<file path="config.mk">
export PLATFORM = sky130hd
export DESIGN_NAME = bitwise_logic_pipe_flat
export DESIGN_NICKNAME = d
export VERILOG_FILES = /design/src/rtl/bitwise_logic_pkg.sv /design/src/rtl/bitwise_logic_pipe_if.sv /design/src/rtl/bitwise_logic_core.sv /design/src/rtl/bitwise_logic_pipe.sv /design/src/flat_wrapper.sv
export SDC_FILE = /design/constraint.sdc
export NUM_CORES = 1
export LEC_CHECK = 0
export ABC_AREA = 1
export CORE_ASPECT_RATIO = 0.6
export CORE_MARGIN = 4
export CORE_UTILIZATION = 40
export DETAILED_ROUTE_END_ITERATION = 10
export PLACE_DENSITY_LB_ADDON = 0.08
export SLEW_MARGIN = 20
export SYNTH_ARGS = -nofsm -noshare
export SYNTH_HDL_FRONTEND = slang
export SYNTH_SLANG_ARGS = --single-unit
</file>
<file path="constraint.sdc">
create_clock -name clk -period 2.23 [get_ports clk]
set_clock_uncertainty 0.15 [all_clocks]
set_input_delay 0.223 -clock clk [delete_from_list [all_inputs] [get_ports clk]]
set_output_delay 0.223 -clock clk [all_outputs]
set_load 0.005 [all_outputs]
</file>
<file path="src/rtl/bitwise_logic_pkg.sv">
// Shared encodings for the bitwise logic pipe: opcode width and the eight
// operation codes understood by bitwise_logic_core.
package bitwise_logic_pkg;

    localparam int OP_W = 3;

    typedef logic [OP_W-1:0] op_t;

    localparam op_t OP_AND    = 3'd0;
    localparam op_t OP_OR     = 3'd1;
    localparam op_t OP_XOR    = 3'd2;
    localparam op_t OP_XNOR   = 3'd3;
    localparam op_t OP_NAND   = 3'd4;
    localparam op_t OP_NOR    = 3'd5;
    localparam op_t OP_ANDN   = 3'd6;
    localparam op_t OP_PASS_B = 3'd7;

endpackage

</file>
<file path="src/rtl/bitwise_logic_pipe_if.sv">
// Operand/result handshake bundle for bitwise_logic_pipe.
// master = producer of operands and consumer of results; slave = the pipe.
interface bitwise_logic_pipe_if
    import bitwise_logic_pkg::*;
#(
    parameter int WIDTH = 8
);
    logic             in_valid;
    logic             in_ready;
    op_t              op;
    logic             acc_sel;
    logic [WIDTH-1:0] a;
    logic [WIDTH-1:0] b;
    logic             out_valid;
    logic             out_ready;
    logic [WIDTH-1:0] result;
    logic             zero;

    modport master (
        output in_valid, op, acc_sel, a, b, out_ready,
        input  in_ready, out_valid, result, zero
    );

    modport slave (
        input  in_valid, op, acc_sel, a, b, out_ready,
        output in_ready, out_valid, result, zero
    );
endinterface

</file>
<file path="src/rtl/bitwise_logic_core.sv">
// Combinational operation stage: (op, op_a, b) -> result_next.
// All operations are carry-free and bitwise over the full width.
module bitwise_logic_core
    import bitwise_logic_pkg::*;
#(
    parameter int WIDTH = 8
) (
    input  op_t              op,
    input  logic [WIDTH-1:0] op_a,
    input  logic [WIDTH-1:0] b,
    output logic [WIDTH-1:0] result_next
);

    // Select the operation; unknown codes fall back to passing B through.
    always_comb begin
        result_next = b;
        case (op)
            OP_AND:    result_next = op_a & b;
            OP_OR:     result_next = op_a | b;
            OP_XOR:    result_next = op_a ^ b;
            OP_XNOR:   result_next = ~(op_a ^ b);
            OP_NAND:   result_next = ~(op_a & b);
            OP_NOR:    result_next = ~(op_a | b);
            OP_ANDN:   result_next = op_a & ~b;
            OP_PASS_B: result_next = b;
            default:   result_next = b;
        endcase
    end

endmodule

</file>
<file path="src/rtl/bitwise_logic_pipe.sv">
// bitwise_logic_pipe: one-stage registered bitwise logic unit with valid/ready
// on both sides and an internal accumulator usable as operand A.
// Optional feature macro: LOGIC_STATS_EN enables the accepted-beat counter
// (txn_count); without it txn_count is constant zero and has no flops.
module bitwise_logic_pipe
    import bitwise_logic_pkg::*;
#(
    parameter int               WIDTH    = 8,
    parameter logic [WIDTH-1:0] ACC_INIT = {WIDTH{1'b0}},
    parameter int               CNT_W    = 16
) (
    input  logic                clk,
    input  logic                rst_n,
    input  logic                ena,
    input  logic                acc_clr,
    bitwise_logic_pipe_if.slave bus,
    output logic [WIDTH-1:0]    acc,
    output logic [CNT_W-1:0]    txn_count
);

    logic             in_ready_s;
    logic             accept_s;
    logic             drain_s;
    logic [WIDTH-1:0] op_a_s;
    logic [WIDTH-1:0] result_next_s;

    logic             out_valid_r;
    logic [WIDTH-1:0] result_r;
    logic             zero_r;
    logic [WIDTH-1:0] acc_r;

    // Ready depends only on local state and the consumer, never on in_valid,
    // so no combinational ready->valid->ready loop can form upstream.
    assign in_ready_s = ena & (~out_valid_r | bus.out_ready);
    assign accept_s   = bus.in_valid & in_ready_s;
    assign drain_s    = out_valid_r & bus.out_ready;
    assign op_a_s     = bus.acc_sel ? acc_r : bus.a;

    bitwise_logic_core #(
        .WIDTH (WIDTH)
    ) u_core (
        .op          (bus.op),
        .op_a        (op_a_s),
        .b           (bus.b),
        .result_next (result_next_s)
    );

    // Result register: load on accept, drop valid on a drain with no new beat.
    always_ff @(posedge clk or negedge rst_n) begin
        if (!rst_n) begin
            out_valid_r <= 1'b0;
            result_r    <= {WIDTH{1'b0}};
            zero_r      <= 1'b0;
        end else if (accept_s) begin
            out_valid_r <= 1'b1;
            result_r    <= result_next_s;
            zero_r      <= ~|result_next_s;
        end else if (drain_s) begin
            out_valid_r <= 1'b0;
        end
    end

    // Accumulator: clear wins over a simultaneous accumulate write-back.
    always_ff @(posedge clk or negedge rst_n) begin
        if (!rst_n) begin
            acc_r <= ACC_INIT;
        end else if (acc_clr) begin
            acc_r <= ACC_INIT;
        end else if (accept_s && bus.acc_sel) begin
            acc_r <= result_next_s;
        end
    end

`ifdef LOGIC_STATS_EN
    logic [CNT_W-1:0] txn_count_r;

    // Accepted-beat counter; wraps modulo 2^CNT_W and ignores acc_clr.
    always_ff @(posedge clk or negedge rst_n) begin
        if (!rst_n) begin
            txn_count_r <= {CNT_W{1'b0}};
        end else if (accept_s) begin
            txn_count_r <= txn_count_r + {{(CNT_W-1){1'b0}}, 1'b1};
        end
    end

    assign txn_count = txn_count_r;
`else
    assign txn_count = {CNT_W{1'b0}};
`endif

    assign bus.in_ready  = in_ready_s;
    assign bus.out_valid = out_valid_r;
    assign bus.result    = result_r;
    assign bus.zero      = zero_r;
    assign acc           = acc_r;

endmodule

</file>
<file path="src/flat_wrapper.sv">
// flat-port wrapper written by rule: the top's interface ports become plain ports
module bitwise_logic_pipe_flat import bitwise_logic_pkg::*;
#(
    parameter int               WIDTH    = 8,
    parameter logic [WIDTH-1:0] ACC_INIT = {WIDTH{1'b0}},
    parameter int               CNT_W    = 16
)
  (clk, rst_n, ena, acc_clr, acc, txn_count, bus_in_valid, bus_op, bus_acc_sel, bus_a, bus_b, bus_out_ready, bus_in_ready, bus_out_valid, bus_result, bus_zero);
  bitwise_logic_pipe_if #(.WIDTH(WIDTH)) bus_i ();
  input  logic clk;
  input  logic rst_n;
  input  logic ena;
  input  logic acc_clr;
  output logic [WIDTH-1:0] acc;
  output logic [CNT_W-1:0] txn_count;
  input wire logic [$bits(bus_i.in_valid)-1:0] bus_in_valid;
  input wire logic [$bits(bus_i.op)-1:0] bus_op;
  input wire logic [$bits(bus_i.acc_sel)-1:0] bus_acc_sel;
  input wire logic [$bits(bus_i.a)-1:0] bus_a;
  input wire logic [$bits(bus_i.b)-1:0] bus_b;
  input wire logic [$bits(bus_i.out_ready)-1:0] bus_out_ready;
  output wire logic [$bits(bus_i.in_ready)-1:0] bus_in_ready;
  output wire logic [$bits(bus_i.out_valid)-1:0] bus_out_valid;
  output wire logic [$bits(bus_i.result)-1:0] bus_result;
  output wire logic [$bits(bus_i.zero)-1:0] bus_zero;
  assign bus_i.in_valid = bus_in_valid;
  assign bus_i.op = bus_op;
  assign bus_i.acc_sel = bus_acc_sel;
  assign bus_i.a = bus_a;
  assign bus_i.b = bus_b;
  assign bus_i.out_ready = bus_out_ready;
  assign bus_in_ready = bus_i.in_ready;
  assign bus_out_valid = bus_i.out_valid;
  assign bus_result = bus_i.result;
  assign bus_zero = bus_i.zero;
  bitwise_logic_pipe #(.WIDTH(WIDTH), .ACC_INIT(ACC_INIT), .CNT_W(CNT_W)) u_core (.clk(clk), .rst_n(rst_n), .ena(ena), .acc_clr(acc_clr), .bus(bus_i), .acc(acc), .txn_count(txn_count));
endmodule
</file>
==> implementation parameters <==
Parameter                              Value

Timing
  Crit path time final    1967 ps
  Setup TNS    0 ps
  Final Cycle Share    88.21%
  Maximum clock frequency    508.4 MHz
  Number of endpoints failing setup at the final stage    0
  Pins over their slew limit    0
  Setup repair after global routing missed its margin    no
  Final-report hold violation count    0

Detailed routing
  Total number of vias    2050
  Total wire length after detailed routing    5.496 mm
  Antenna viol nets, final    0
  Detailed router's first-iteration violation count    89
  Number of search-and-repair iterations in the first detailed-routing pass    5
  Number of design rule violations left after detail routing    0
  Post-detailed-route wirelength per cell    12.96 µm
  Via-per-instance ratio    4.835

Yosys
  Top cells by instance count after synthesis    nand2_1 (76), inv_1 (46), nand4_1 (29)
  Top area cells in the synthesized netlist    dfrtp_1 (23%), ha_1 (15%), nand2_1 (15%)
  Total of flip-flops plus latches after synthesis    18
  Primary FF master, synth    dfrtp_1
  Top cell type by total area after synthesis    dfrtp_1
  Most frequently used cell type in the post-synthesis netlist    nand2_1
  Distinct cell type count after synthesis    21
  Cell area after synthesis    1958 µm²
  Number of warnings issued by yosys    0
  Register area share after synthesis    23.00%
  Cells after synthesis    301
  Number of enable-type register cells in the synthesized netlist    0
  Asr flop ratio synth    100.0%
  Synth top area share    23.00%
  Mean area per synthesized cell    6.505 µm²

Pwr
  Maximum vdd ir drop    0.3037 mV
  Leakage power    1.423 nW
  PD cells    423.5 nW/µm²

Clock tree
  Clock latency on the worst-skew pair    250 ps
  Number of gates resized after cts    0
  CTS H-Tree Depth    1
  Clock root buffer    clkbuf_8
  Clock buffers created by TritonCTS    3
  Post-CTS Setup Repair Bufs    0
  Total of hold buffers inserted after clock tree synthesis    0
  Maximum clock insertion buffer count    2
  Clock-pin slew reported for the worst setup and hold paths after clock tree synthesis    70 ps
  Number of sinks driven by the clock tree    18
  TritonCTS clock tree    done

Critical path
  Startpoint of the worst-slack reg-to-reg timing path    u_core.acc[1]
  R2R Path End    u_core.bus.zero
  Setup slack on the worst flop-to-flop path    290 ps
  WP data arrival    2010 ps
  Startpoint kind of the worst setup timing path    input pin
  Number of cells on the worst reg-to-reg path    15
  CP Capture Type    flip-flop
  Worst Setup Path Type    in -> reg
  Worst endpoint required time    2270 ps
  Biggest fanout along the worst timing path    8

Die
  Chip Width    98.33 µm
  Floorplan die height    62.20 µm
  Full die area    6115 µm²
  Boundary pin count    61
  Effective utilization at floorplan    42.02%
  Core outline area    4659 µm²
  Total number of placement rows    19

Global route
  Antenna violations before repair    0
  Total GRT Usage    17.18%
  Largest net degree at the start of global routing    19
  Residual overflow from global routing    0
  Global-route wire length before repair    8.873 mm
  Vias in the first global route    1856

Placed design
  Placed wire-length estimate after detailed placement    4.268 mm
  Area after detailed placement    2561 µm²
  Number of buffer cells added on primary ports    44
  Gp weighted congestion    0.8220

Cells and area
  Antenna fix cells    0
  Fraction of layout instances using a drive strength above 1    9.972%
  Design area    2646 µm²
  Layout-stage area growth over the synthesis result    35.14%
  Net count, final    412

Outcome
  Run status    finished clean

Worst hold path
  Hold/Removal Path Class    in -> async

Run
  Number of violations of the max-capacitance limit    0
## through the flow
stage | utilization, % | hold WS, ps | setup slack [ps] | power [W] | instances
floorplan | - | -222.6 | 526.3 | 0.0006266 | 316
global placement | 54.97 | 318.5 | -132.3 | 0.0008507 | 419
detailed placement | 54.97 | 321.4 | -154.2 | 0.0008509 | 419
CTS | 56.15 | 151.9 | 99.37 | 0.001115 | 423
global route | 56.79 | 188.4 | 106.1 | 0.001201 | 424
finish | 56.79 | 143.4 | 262.9 | 0.001121 | 424
## how the worst max path moves through the flow
stage	from	endpoint	slack, ps
CTS	bus_acc_sel	u_core.bus.zero	100
global route	bus_op[2]	u_core.bus.zero	110
detailed placement	bus_acc_sel	u_core.bus.zero	-150
finish	bus_op[1]	u_core.bus.zero	260
floorplan	bus_acc_sel	u_core.bus.zero	530
global placement	bus_acc_sel	u_core.bus.zero	-130
## flip-flops by register name, indices dropped and copies added (netlist names)
signal and cells:
u_core.acc 8, u_core.bus.result 8, u_core.bus.out_valid 1, u_core.bus.zero 1
## metal layers
metal | vias to the layer above | global-route usage, % | routed length (µm)
met5 | - | 0 | 0
met4 | 0 | 1.022 | 0
met3 | 0 | 3.468 | 284
met2 | 53 | 27.19 | 2372
met1 | 935 | 25.27 | 2840
li1 | 1062 | - | -
## cells in the final DEF (no fill, tap or decap)
cell              n
a21oi_1           1
buf_12            2
buf_4            22
clkbuf_16         1
clkbuf_8          4
clkdlybuf4s50_1  43
clkinv_2          1
conb_1           16
dfrtp_1          18
dlymetal6s2s_1    1
ha_1             24
inv_1            46
inv_2             2
nand2_1          75
nand2_2           2
nand3_1          15
nand3b_1          2
nand4_1          29
nor2_1           22
nor2_2            2
o21a_1            2
o21ai_0          14
o21ai_1          11
o22ai_1           6
## cell type report
type | instances | area, µm²
Clock buffer | 4 | 55.05
Fill cell | 468 | 2013
Inverter | 49 | 185.2
Multi-Input combinational cell | 221 | 1204
Sequential cell | 18 | 450.4
Tap cell | 63 | 78.83
Timing Repair Buffer | 69 | 673.1
## where the power goes
| part | leakage (nW) | switching (W) | total [W] | internal [W] |
|---|---|---|---|---|
| registers | 0.237 | 0.0000213 | 0.000386 | 0.000364 |
| clock network | 0.0288 | 0.000111 | 0.000268 | 0.000157 |
| logic | 1.16 | 0.000236 | 0.000467 | 0.000232 |
## worst max-delay path, cell delays in order
cell	delay (ps)
clkdlybuf4s50_1	540
nor2_2	350
nand2_2	200
clkinv_2	170
nand2_1	80
nand2_2	120
nand2_1	60
nor2_1	110
nand3_1	80
nand2_1	80
## cells by family after synthesis
group	after synthesis	synth area share, %
simple gates	147	33.61
buf+inv	77	18.53
compound gates	34	9.329
fa+ha+maj	24	15.34
flops	18	23.00
other cells	1	0.1915
Power figures use the tool's default switching activity.
